### src/rtl/rtr_inject_pkg.sv
// rtr_inject_pkg: shared types, default sizes and width helpers for the injection scheduler
package rtr_inject_pkg;
  localparam int DEF_NUM_VCS = 4;
  localparam int DEF_CREDITS_PER_VC = 8;
  localparam int DEF_FLIT_DATA_WIDTH = 32;
  function automatic int idx_w(input int n);
    return (n > 1) ? $clog2(n) : 1;
  endfunction
  function automatic int cnt_w(input int depth);
    return $clog2(depth + 1);
  endfunction
  localparam int DEF_VC_IDX_WIDTH = idx_w(DEF_NUM_VCS);
  typedef struct packed {
    logic                           valid;
    logic                           head;
    logic                           tail;
    logic [DEF_VC_IDX_WIDTH-1:0]    vc;
    logic [DEF_FLIT_DATA_WIDTH-1:0] data;
  } flit_t;
  typedef struct packed {
    logic                        valid;
    logic [DEF_VC_IDX_WIDTH-1:0] vc;
  } credit_t;
endpackage

### src/rtl/rtr_rr_arbiter.sv
// rtr_rr_arbiter: round-robin arbiter; req -> one-hot gnt + idx, pointer advances past the winner when upd_en
module rtr_rr_arbiter
  import rtr_inject_pkg::*;
#(
  parameter int N = 4,
  parameter int IW = idx_w(N)
) (
  input  logic          clk,
  input  logic          reset,
  input  logic [N-1:0]  req,
  input  logic          upd_en,
  output logic [N-1:0]  gnt,
  output logic [IW-1:0] idx
);
  logic [IW-1:0] ptr_q, ptr_d;
  logic hit;
  int j;
  always_comb begin
    hit = 1'b0;
    idx = '0;
    j = 0;
    for (int k = 0; k < N; k++) begin
      j = int'(ptr_q) + k;
      j = (j >= N) ? j - N : j;
      if (!hit && req[IW'(j)]) begin
        hit = 1'b1;
        idx = IW'(j);
      end
    end
    gnt = hit ? (N'(1) << idx) : '0;
    ptr_d = (upd_en && hit) ? ((int'(idx) == N - 1) ? '0 : idx + 1'b1) : ptr_q;
  end
  always_ff @(posedge clk) begin
    if (reset) ptr_q <= '0;
    else ptr_q <= ptr_d;
  end
endmodule

### src/rtl/rtr_inject_sched.sv
// rtr_inject_sched: injection-port scheduler sharing one channel among NUM_SRC sources (source i -> VC i)
//   in : clk, reset (sync, active-high), src_valid/head/tail/data, credit_valid/credit_vc
//   out: src_ready (one-hot grant), chan_flit_* (registered flit), credit_avail, error (sticky)
//   INJ_SCHED_PACKET_LOCK_EN: when defined, a granted head without tail locks the channel to that source until its tail
module rtr_inject_sched
  import rtr_inject_pkg::*;
#(
  parameter int NUM_SRC = 4,
  parameter int NUM_VCS = DEF_NUM_VCS,
  parameter int CREDITS_PER_VC = DEF_CREDITS_PER_VC,
  parameter int FLIT_DATA_WIDTH = DEF_FLIT_DATA_WIDTH,
  parameter int VC_IDX_WIDTH = idx_w(NUM_VCS)
) (
  input  logic                               clk,
  input  logic                               reset,
  input  logic [NUM_SRC-1:0]                 src_valid,
  input  logic [NUM_SRC-1:0]                 src_head,
  input  logic [NUM_SRC-1:0]                 src_tail,
  input  logic [NUM_SRC*FLIT_DATA_WIDTH-1:0] src_data,
  output logic [NUM_SRC-1:0]                 src_ready,
  output logic                               chan_flit_valid,
  output logic                               chan_flit_head,
  output logic                               chan_flit_tail,
  output logic [VC_IDX_WIDTH-1:0]            chan_flit_vc,
  output logic [FLIT_DATA_WIDTH-1:0]         chan_flit_data,
  input  logic                               credit_valid,
  input  logic [VC_IDX_WIDTH-1:0]            credit_vc,
  output logic [NUM_VCS-1:0]                 credit_avail,
  output logic                               error
);
  localparam int CW = cnt_w(CREDITS_PER_VC);
  localparam int SW = idx_w(NUM_SRC);
  localparam logic [CW-1:0] FULL = CW'(CREDITS_PER_VC);
  logic [CW-1:0] cnt_q [NUM_VCS];
  logic [CW-1:0] cnt_d [NUM_VCS];
  logic [NUM_SRC-1:0] open_q, open_d, elig, req, gnt;
  logic [SW-1:0] gidx;
  logic grant, upd_en, sel_head, sel_tail, err_ev, snd, ret;
  logic [FLIT_DATA_WIDTH-1:0] sel_data;
  logic error_q, error_d, fv_q, fv_d, fh_q, fh_d, ft_q, ft_d;
  logic [VC_IDX_WIDTH-1:0] fvc_q, fvc_d;
  logic [FLIT_DATA_WIDTH-1:0] fd_q, fd_d;
  always_comb begin
    elig = '0;
    for (int i = 0; i < NUM_SRC; i++) elig[i] = src_valid[i] && cnt_q[i] != '0;
  end
`ifdef INJ_SCHED_PACKET_LOCK_EN
  logic lock_q, lock_d;
  logic [SW-1:0] lock_src_q, lock_src_d;
  always_comb begin
    req = lock_q ? elig & (NUM_SRC'(1) << lock_src_q) : elig;
    upd_en = ~lock_q;
    lock_d = grant ? (lock_q ? ~sel_tail : sel_head & ~sel_tail) : lock_q;
    lock_src_d = (grant && !lock_q) ? gidx : lock_src_q;
  end
  always_ff @(posedge clk) begin
    if (reset) begin
      lock_q <= 1'b0;
      lock_src_q <= '0;
    end else begin
      lock_q <= lock_d;
      lock_src_q <= lock_src_d;
    end
  end
`else
  assign req = elig;
  assign upd_en = 1'b1;
`endif
  rtr_rr_arbiter #(.N(NUM_SRC), .IW(SW)) u_arb (
    .clk(clk), .reset(reset), .req(req), .upd_en(upd_en), .gnt(gnt), .idx(gidx)
  );
  assign grant = |gnt;
  assign src_ready = reset ? '0 : gnt;
  always_comb begin
    sel_head = 1'b0;
    sel_tail = 1'b0;
    sel_data = '0;
    for (int i = 0; i < NUM_SRC; i++)
      if (int'(gidx) == i) begin
        sel_head = src_head[i];
        sel_tail = src_tail[i];
        sel_data = src_data[i*FLIT_DATA_WIDTH +: FLIT_DATA_WIDTH];
      end
  end
  always_comb begin
    // packet error: head while already open, or non-head while closed, i.e. head == open
    err_ev = (credit_valid && int'(credit_vc) >= NUM_SRC) || (grant && sel_head == open_q[gidx]);
    snd = 1'b0;
    ret = 1'b0;
    for (int v = 0; v < NUM_VCS; v++) begin
      snd = grant && v < NUM_SRC && int'(gidx) == v;
      ret = credit_valid && v < NUM_SRC && int'(credit_vc) == v;
      cnt_d[v] = (snd && !ret) ? cnt_q[v] - 1'b1 :
                 (ret && !snd && cnt_q[v] != FULL) ? cnt_q[v] + 1'b1 : cnt_q[v];
      err_ev = err_ev | (ret && !snd && cnt_q[v] == FULL);
      credit_avail[v] = cnt_q[v] != '0;
    end
    open_d = open_q;
    if (grant) open_d[gidx] = sel_head ? ~sel_tail : open_q[gidx] & ~sel_tail;
    error_d = error_q | err_ev;
    fv_d = grant;
    fh_d = grant ? sel_head : fh_q;
    ft_d = grant ? sel_tail : ft_q;
    fvc_d = grant ? VC_IDX_WIDTH'(gidx) : fvc_q;
    fd_d = grant ? sel_data : fd_q;
  end
  always_ff @(posedge clk) begin
    if (reset) begin
      for (int v = 0; v < NUM_VCS; v++) cnt_q[v] <= FULL;
      open_q <= '0;
      error_q <= 1'b0;
      fv_q <= 1'b0;
      fh_q <= 1'b0;
      ft_q <= 1'b0;
      fvc_q <= '0;
      fd_q <= '0;
    end else begin
      cnt_q <= cnt_d;
      open_q <= open_d;
      error_q <= error_d;
      fv_q <= fv_d;
      fh_q <= fh_d;
      ft_q <= ft_d;
      fvc_q <= fvc_d;
      fd_q <= fd_d;
    end
  end
  assign chan_flit_valid = fv_q;
  assign chan_flit_head = fh_q;
  assign chan_flit_tail = ft_q;
  assign chan_flit_vc = fvc_q;
  assign chan_flit_data = fd_q;
  assign error = error_q;
endmodule

### config.mk
export PLATFORM = sky130hd
export DESIGN_NAME = rtr_inject_sched
export DESIGN_NICKNAME = d
export VERILOG_FILES = /design/src/rtl/rtr_inject_pkg.sv /design/src/rtl/rtr_rr_arbiter.sv /design/src/rtl/rtr_inject_sched.sv
export SDC_FILE = /design/constraint.sdc
export NUM_CORES = 1
export LEC_CHECK = 0
export ABC_CLOCK_PERIOD_IN_PS = 4500
export CORE_ASPECT_RATIO = 1.5
export CORE_UTILIZATION = 38
export CTS_CLUSTER_DIAMETER = 60
export DETAILED_ROUTE_END_ITERATION = 6
export PLACE_DENSITY = 0.78
export SLEW_MARGIN = 25
export SYNTH_ARGS = -nofsm -noshare
export SYNTH_HDL_FRONTEND = slang
export SYNTH_SLANG_ARGS = --single-unit
### constraint.sdc
create_clock -name clk -period 4.5 [get_ports clk]
set_input_delay 1.35 -clock clk [delete_from_list [all_inputs] [get_ports clk]]
set_output_delay 1.35 -clock clk [all_outputs]
set_load 0.1 [all_outputs]
======== Word level (Yosys, flattened, before mapping) ========
Cells that the tools add are included.
storage, ports and cells
  logic and storage cells ................. 169
  flip-flop bits (word level) ............. 60
  input bits .............................. 145
  output and inout bits ................... 46
cells by class
  mux-type cells .......................... 53
  reductions and logical operators ........ 55
  shift-type cells ........................ 1
  equal/unequal tests ..................... 15
  add/sub/neg operators ................... 16
  bitwise logic cells ..................... 7
  $lt $le $gt $ge ......................... 10
operators with widths
  kind                                                        number
  2-to-1 mux 32 bit                                           4
  2-to-1 mux 4 bit                                            10
  logical AND 1 bit                                           33
  2-to-1 mux 1 bit                                            23
  2-to-1 mux 2 bit                                            9
  adder 4 x 1 -> 4 bit, second input constant                 4
  == test 4 bit, second input constant                        4
  less-than comparator 2 x 4 -> 1 bit, second input constant  4
  != test 4 bit, second input constant                        4
  nonzero test 4 bit                                          4
  subtractor 4 x 1 -> 4 bit, second input constant            4
  zero test 1 bit                                             11
  binary-select mux 1 bit (select 2 bit)                      5
  >= comparator 3 bit, second input constant                  3
  == test 2 bit, second input constant                        4
  nonzero test 2 bit                                          4
  subtractor 2 x 1 -> 2 bit, second input constant            4
  adder 2 x 2 -> 3 bit, second input constant                 2
  OR 1 bit                                                    5
  bitwise mux 4 bit                                           1
  == test 2 x 1 -> 1 bit, second input constant               2
  zero test 2 bit                                             2
  OR reduction 4 bit                                          1
  << shifter 1 x 2 -> 4 bit, first input constant             1
  9 further kinds                                             9

======== Longest topological paths before layout ========
Gate-level depths: netlist of run 1.
  word-level depth ........................ 27
  mapped depth ............................ 16
  gate-level depth less buffers ........... 13

======== By module ========
Synthesis of run 1 repeated with hierarchy kept, for this count alone.
unflattened totals
  cell total of the unflattened synthesis .. 394
  area, all modules ....................... 3788.6 µm²
by module, submodules not included
  module            cells each  instances  sequential area each (µm²)  area each (µm²)
  rtr_inject_sched  363         1          1161.1                      3513.4
  rtr_rr_arbiter    31          1          40.0                        275.3

======== Least setup slack after synthesis of run 1 ========
No wires, ideal clock.
  path kind ............................... register to output
  from .................................... register cnt_q[4] (netlist bit)
  to ...................................... output port src_ready[1]
  stages on the path, launching flop included .. 11
  buffers on the path ..................... 3
  slack ................................... -1.189 ns
  data arrival time ....................... 4.339 ns
  cells stage by stage .................... dfxtp_1 -> buf_2 -> or4_1 -> a32oi_1 -> o211ai_1 -> inv_1 -> ha_1 -> clkbuf_1 -> clkbuf_1 -> nand2_1 -> nor2_1
on the way
  cells in the longest elaborated chain, start to end .. 18
  elaborated cells on any way between the ends .. 31
ends and longest elaborated chain
  element                                              RTL line                 source
  from (decl)                                          rtr_inject_sched.sv:34   logic [CW-1:0] cnt_q [NUM_VCS];
  from (signal assigned)                               rtr_inject_sched.sv:118  cnt_q <= cnt_d;
  nonzero test 4 bit *                                 -
  net credit_avail[2]                                  rtr_inject_sched.sv:28   output logic [NUM_VCS-1:0] credit_avail,
  logical AND 1 bit *                                  rtr_inject_sched.sv:45   for (int i = 0; i < NUM_SRC; i++) elig[i] = src_valid[i] && cnt_q[i] != '0;
  binary-select mux 1 bit (select 2 bit)               rtr_rr_arbiter.sv:25     if (!hit && req[IW'(j)]) begin
  2-to-1 mux 1 bit (not written as such) (2 in a row)  rtr_rr_arbiter.sv:25
  2-to-1 mux 1 bit                                     rtr_rr_arbiter.sv:25
  zero test 1 bit                                      rtr_rr_arbiter.sv:25
  logical AND 1 bit                                    rtr_rr_arbiter.sv:25
  [... 3 more ...]                                     -
  2-to-1 mux 1 bit                                     rtr_rr_arbiter.sv:25
  zero test 1 bit                                      rtr_rr_arbiter.sv:25
  logical AND 1 bit                                    rtr_rr_arbiter.sv:25
  2-to-1 mux 2 bit *                                   rtr_rr_arbiter.sv:25
  net gidx[0]                                          rtr_inject_sched.sv:37   logic [SW-1:0] gidx;
  << shifter 1 x 2 -> 4 bit *                          rtr_rr_arbiter.sv:30     gnt = hit ? (N'(1) << idx) : '0;
  2-to-1 mux 4 bit *                                   rtr_rr_arbiter.sv:30
  2-to-1 mux 4 bit *                                   rtr_inject_sched.sv:73   assign src_ready = reset ? '0 : gnt;
  to (decl)                                            rtr_inject_sched.sv:20   output logic [NUM_SRC-1:0] src_ready,
Mark *: on every way through the listed nets, which the timed path passes. The rest lies on a longest branch. The select of a mux whose other input is x is not followed.

======== Worst setup path after layout of run 1 ========
  from .................................... input port src_valid[0]
  to ...................................... output port src_ready[1]
on the way
  cells in the longest elaborated chain, start to end .. 17
  elaborated cells on any way between the ends .. 30
ends and longest elaborated chain
  element                                              RTL line                source
  from (decl)                                          rtr_inject_sched.sv:16  input logic [NUM_SRC-1:0] src_valid,
  logical AND 1 bit *                                  rtr_inject_sched.sv:45
  binary-select mux 1 bit (select 2 bit)               rtr_rr_arbiter.sv:25
  2-to-1 mux 1 bit (not written as such) (2 in a row)  rtr_rr_arbiter.sv:25
  2-to-1 mux 1 bit                                     rtr_rr_arbiter.sv:25
  zero test 1 bit                                      rtr_rr_arbiter.sv:25
  logical AND 1 bit                                    rtr_rr_arbiter.sv:25
  2-to-1 mux 1 bit                                     rtr_rr_arbiter.sv:25
  zero test 1 bit                                      rtr_rr_arbiter.sv:25
  logical AND 1 bit                                    rtr_rr_arbiter.sv:25
  2-to-1 mux 1 bit                                     rtr_rr_arbiter.sv:25
  zero test 1 bit                                      rtr_rr_arbiter.sv:25
  logical AND 1 bit                                    rtr_rr_arbiter.sv:25
  2-to-1 mux 2 bit                                     rtr_rr_arbiter.sv:25
  << shifter 1 x 2 -> 4 bit                            rtr_rr_arbiter.sv:30
  2-to-1 mux 4 bit *                                   rtr_rr_arbiter.sv:30
  2-to-1 mux 4 bit *                                   rtr_inject_sched.sv:73
Every way passes the cells marked *; elsewhere a longest branch is shown, timed or not. The select of a mux whose other input is x is not followed.

==> impl_metrics.yaml, run 1 <==
run_status:
  status: "finished clean"
final_layout:
  final_area_mm2: 0.00660
  seq_area_mm2: 0.00120
  fillerInstances: 894
  drive_gt1_share_pct: 11.3
  final_cell_mix: "clkdlybuf4s50_1, a21oi_1, nand2_1"
  stdcell_count: 886
  antennaDiodeCount: 0
  final_common_cell: "clkdlybuf4s50_1"
  nets: 902
  multi_input_area_mm2: 0.00266
  area_growth_pct: 64.9
synth:
  synth_nets: 705
  syn_avg_cell_area_um2: 7.35
  yosys_warnings: 0
  synth-seq-cells: 60
  synth_area_mm2: 0.00400
  ys_types: 50
  netlist_instances: 544
  ys_seq_area_share_pct: 30.0
sta:
  fin_crit_sh_pct: 98.2
  fin_ws_ns: 0.0791
  fmax_mhz: 226
  rsz0062_at_grt: "false"
  hold_viol: 0
  clock_skew_ns: 0.00517
  setup_viol: 0
  tightest_slew_ns: 1.04
  finalCriticalPeriod_ns: 4.42
  relSlewSlack_pct: 30.2
  drv_slew: 0
  whs_ns: 0.464
floorplan:
  coreArea_mm2: 0.0102
  io_pins: 191
  dieArea_mm2: 0.0109
  rows: 45
  die_y_um: 128
  die_width_um: 85.8
  initial_core_util_pct: 39.3
worst_setup_path:
  worst_path_dominant_cell_family: "compound AO/OA/AOI/OAI gates"
  cp.arrival_ns: 3.07
  crit_required_ns: 3.15
  cp-end-kind: "output pin"
  cpPeakStageDelay_ns: 0.45
  start_kind: "input pin"
  path_cells: "dlygate4sd2_1, nor3b_4, a222oi_1, o21ai_2, buf_4, ha_2, nand2_2, nor2_4, buf_12"
  crit_slowest_cell: "a222oi_1"
  crit_fanout: 4
  crit_buf_inv: 3
  critPathKind: "input pin to output pin"
power:
  ir_worst_vdd_uv: 345
  power_leakage_uw: 0.00249
  power_per_cell_area_mw_per_mm2: 832
  total_power_uw: 5490
clock_tree:
  cts_buffer_depth: 2
  clockRootBuffer: "clkbuf_16"
  cts-buffers-inserted: 9
  holdBufCountCts: 0
  htreeDepth: 3
  cts_tree: "built"
  insertion_delay_ns: 0.32
  cts_sinks: 60
  clk_pin_slew_ns: 0.05
global_route:
  grt_pass1_vias: 4829
  grt_overflow: 0
  grt_use_total_pct: 25.8
  grt_pass1_wl_um: 22300
  grt_max_degree: 56
  antenna_found_initial: 0
place:
  placed_area_mm2: 0.00627
  placed_cells: 866
  portBuffers: 190
  place.gp.congestion: 0.922
  dp_hpwl_um: 10300
  place_ws_ns: -0.184
routing:
  ant_nets: 0
  drc_errors: 0
  wire_per_inst_um: 15.6
  via_per_inst: 5.36
  num_vias: 4745
  drt_first_pass_iters: 4
  routed_wl_um: 13800
  drtIter0Drc: 203
min_path:
  hp-class: "flop to flop"
run:
  cap_violations: 0
metrics by stage:
step	util (%)	setup TNS, ns
2_1_floorplan	-	-0.288
3_3_place_gp	61.5	-0.324
3_5_place_dp	61.5	-1.10
4_1_cts	64.7	0
5_1_grt	64.7	0
6_report	64.7	0
state kept, by name, indices dropped and copies added (netlist names):
signal and flops:
chan_flit_vc 2, u_arb.ptr_q 2, chan_flit_head 1, chan_flit_valid 1, open_q 4, chan_flit_tail 1, cnt_q 16, error 1
chan_flit_data 32
area by class of cell:
type	count	share of cell area, %
well taps	141	2.68
clock buffers	12	3.59
flip-flops and latches	60	18.2
multi-input cells	422	40.3
clock inverters	3	0.228
repair buffers	232	34.1
inverters	16	0.911
repair_timing:
item / in CTS / in global routing
setup endpoints to repair: 4 / 0
setup buffers: 5 / 0
resized for setup: 12 / 0
worst reg2reg max path, stage by stage, from the launching register on:
cell	delay (ns)
dfxtp_1	0.40
or4_4	0.58
a32oi_1	0.25
o211ai_1	0.11
buf_4	0.17
inv_2	0.10
ha_2	0.21
buf_4	0.30
nor2b_1	0.11
a221o_1	0.32
a22oi_1	0.24
nor3_1	0.09
mux2_2	0.29
a311o_1	0.31
layer usage:
metal  GRT usage (%)  vias to the layer above  wire, um
li1                -                     2334         -
met1            26.7                     2179      5030
met2            48.0                      188      7350
met3            5.60                       44       841
met4            13.7                        0       561
met5               0                        -         0
synth_stat cells (all sizes together):
master | n | area [um^2]
a211o | 1 | 8.76
a211oi | 8 | 60.1
a21boi | 2 | 15.0
a21o | 4 | 30.0
a21oi | 76 | 380
a221o | 2 | 20.0
a221oi | 2 | 17.5
a222oi | 1 | 10.0
a22oi | 1 | 7.51
a311o | 1 | 10.0
a31oi | 1 | 6.26
a32oi | 1 | 8.76
and4 | 1 | 8.76
buf | 6 | 26.3
clkbuf | 40 | 150
dfxtp | 60 | 1200
fa | 4 | 80.1
ha | 12 | 150
inv | 16 | 60.1
mux2 | 2 | 22.5
mux2i | 5 | 50.1
nand2 | 79 | 302
nand2b | 4 | 25.0
nand3 | 8 | 40.0
nand3b | 39 | 293
nor2 | 49 | 186
nor2b | 6 | 37.5
nor3 | 8 | 40.0
nor3b | 3 | 22.5
nor4 | 2 | 12.5
nor4b | 2 | 17.5
o2111ai | 1 | 8.76
o211ai | 34 | 255
o21ai | 32 | 164
o31ai | 4 | 30.0
o41a | 4 | 45.0
o41ai | 3 | 33.8
or2 | 1 | 6.26
or3 | 1 | 6.26
or4 | 5 | 37.5
xnor2 | 12 | 105
xor2 | 1 | 8.76
path summary, 6_finish.rpt:
check | from | to | slack [ns] | cells past startpoint
max reg2reg | cnt_q[4]$_SDFFE_PP0P_ | error$_SDFF_PP0_ | 0.91 | 13
min reg2reg | chan_flit_vc[1]$_SDFFE_PP0N_ | chan_flit_vc[1]$_SDFFE_PP0N_ | 0.46 | 2
max | src_valid[0] | src_ready[1] | 0.08 | 9
min | chan_flit_vc[1]$_SDFFE_PP0N_ | chan_flit_vc[1]$_SDFFE_PP0N_ | 0.46 | 2
power breakdown:
part,leakage (uW),switching (uW),internal (uW)
Clock,0.000126,222,366
Sequential,0.000495,198,763
Combinational,0.00187,2560,1380
Total,0.00249,2980,2500
logic make-up (layout without fill, tap and decap cells):
family | after synthesis | in the layout | share of synthesized area (%)
AOI/OAI and AO/OA | 178 | 178 | 27.8
xor gates and xnor gates | 13 | 13 | 2.85
DFF | 60 | 60 | 30.0
buffers and inverters | 62 | 263 | 5.91
muxes | 7 | 7 | 1.81
adders and majority gates | 16 | 16 | 5.76
and+or+nand+nor | 208 | 208 | 25.9
No activity file was read; power rests on OpenSTA's default activity.
==> run 2, diff against run 1 <==
CTS_CLUSTER_DIAMETER = 100   (was 60)
==> results of run 2 <==
Same layout as run 1: the final DEF is identical, and so are final timing and power.
==> run 3, diff against run 2 <==
CAP_MARGIN = 15   (was not set)
GPL_ROUTABILITY_DRIVEN = 0   (was not set)
PLACE_DENSITY = 0.82   (was 0.78)
==> run 3 against run 2 <==
Net effect: count of clock-buffer cells in the layout is 1 lower; combinational power hardly changed; hold slack gained 0.024 ns; first-iteration DRC count is 10% higher; critical endpoint is now src_ready[0]; highest routed layer unchanged.
==> impl_metrics.yaml, run 3 (same netlist as run 1, synthesis figures left out) <==
floorplan:
  io_pins: 191
  initial_core_util_pct: 39.3
  die_width_um: 85.8
  die_y_um: 128
  coreArea_mm2: 0.0102
  dieArea_mm2: 0.0109
  rows: 45
worst_setup_path:
  path_cells: "dlygate4sd2_1, o41ai_1, or3_1, o211ai_1, buf_4, ha_2, o41ai_2, nor2_4, buf_12"
  cpPeakStageDelay_ns: 0.37
  reg2reg_depth: 15
  crit_fanout: 4
  cp-end-kind: "output pin"
  r2r_slack_ns: 0.78
  critPathKind: "input pin to output pin"
  start_kind: "input pin"
  crit_required_ns: 3.15
  worst_r2r_endpoint: "open_q[3]$_SDFFE_PP0P_"
  cp-startpoint: "src_valid[2]"
  rr_startpoint: "cnt_q[12]$_SDFFE_PP0P_"
  crit_slowest_cell: "or3_1"
  cp.arrival_ns: 3.04
clock_tree:
  cts_buffer_depth: 2
  clk_pin_slew_ns: 0.05
  cts-buffers-inserted: 9
  cts_tree: "built"
  insertion_delay_ns: 0.33
  clockRootBuffer: "clkbuf_16"
  htreeDepth: 3
  cts_sinks: 60
final_layout:
  final_cell_mix: "clkdlybuf4s50_1, a21oi_1, nand2_1"
  stdcell_count: 887
  largest_reg_flops: 32
  nets: 902
  final_common_cell: "clkdlybuf4s50_1"
  antennaDiodeCount: 0
  drive_gt1_share_pct: 11.9
  area_growth_pct: 66.2
  final_area_mm2: 0.00665
place:
  placed_area_mm2: 0.00626
  portBuffers: 190
  dp_hpwl_um: 10100
  placed_cells: 865
power:
  power_leakage_uw: 0.00252
  power_per_cell_area_mw_per_mm2: 840
  ir_worst_vdd_uv: 358
sta:
  tightest_slew_ns: 1.06
  fin_crit_sh_pct: 97.6
  relSlewSlack_pct: 29.4
  finalCriticalPeriod_ns: 4.39
  setup_viol: 0
  rsz0062_at_grt: "false"
  clock_skew_ns: 0.00721
  fmax_mhz: 228
  hold_viol: 0
  drv_slew: 0
  whs_ns: 0.488
global_route:
  antenna_found_initial: 0
  grt_use_total_pct: 25.1
  grt_pass1_vias: 4818
  grt_pass1_wl_um: 21900
  grt_overflow: 0
  grt_max_degree: 55
min_path:
  hp-class: "flop to flop"
  holdPathStages: 2
  hold_end: "chan_flit_vc[0]$_SDFFE_PP0N_"
  min_from: "chan_flit_vc[0]$_SDFFE_PP0N_"
run:
  cap_violations: 0
routing:
  routed_wl_um: 13600
  ant_nets: 0
  wire_per_inst_um: 15.4
  num_vias: 4790
  drtIter0Drc: 224
  drt_first_pass_iters: 4
  drc_errors: 0
  via_per_inst: 5.40
run_status:
  status: "finished clean"
## run 3: worst max-delay path by stage
stage	endpoint	cells past startpoint
final	src_ready[0]	9
after global routing	src_ready[3]	10
after CTS	src_ready[3]	9
after detailed placement	cnt_q[7]$_SDFFE_PP1P_	15
after global placement	src_ready[2]	9
after floorplan	src_ready[1]	9
## run 3: repair_timing
action,CTS,global route
buffers inserted,5,1
endpoints found under the setup margin,4,2
hold buffers,0,0
gates resized for setup,12,0
pin swaps,7,1
## run 3: area by class of cell
| cell class | instances | area (um^2) |
|---|---|---|
| Fill cell | 864 | 3540 |
| Inverter | 16 | 60.1 |
| Timing Repair Buffer | 232 | 2250 |
| Tap cell | 141 | 176 |
| Multi-Input combinational cell | 422 | 2660 |
| Sequential cell | 60 | 1200 |
| Clock buffer | 11 | 253 |
| Clock inverter | 5 | 50.0 |
## run 3: power breakdown
part / switching, uW / total, uW / internal (uW)
Clock: 235 / 689 / 454
Combinational: 2560 / 3930 / 1370
Sequential: 203 / 966 / 763
Total: 3000 / 5580 / 2580
## run 3: per-layer routing
layer / wire [um] / global-route usage, % / part of all wire (%) / vias to the layer above
li1: - / - / - / 2336
met1: 5020 / 25.7 / 37 / 2187
met2: 7160 / 46.1 / 52 / 216
met3: 821 / 5.34 / 6.0 / 51
met4: 648 / 15.4 / 4.7 / 0
met5: 0 / 0 / 0 / -
## run 3: critical path: cells and delay by family
kind	cells	cell delay (ns)
compound gates	3	0.35
simple gates	2	0.49
buf+inv	3	0.63
fa+ha+maj	1	0.21
## run 3: stage by stage
step / util, % / power [uW] / setup WS (ns) / TNS (ns)
final: 65.2 / 5580 / 0.106 / 0
after global placement: 61.5 / 4690 / -0.0932 / -0.359
after floorplan: - / 3750 / -0.249 / -0.288
after global routing: 65.2 / 5910 / 0.0553 / 0
after detailed placement: 61.5 / 4790 / -0.239 / -1.42
after CTS: 65.2 / 5580 / 0.0813 / 0
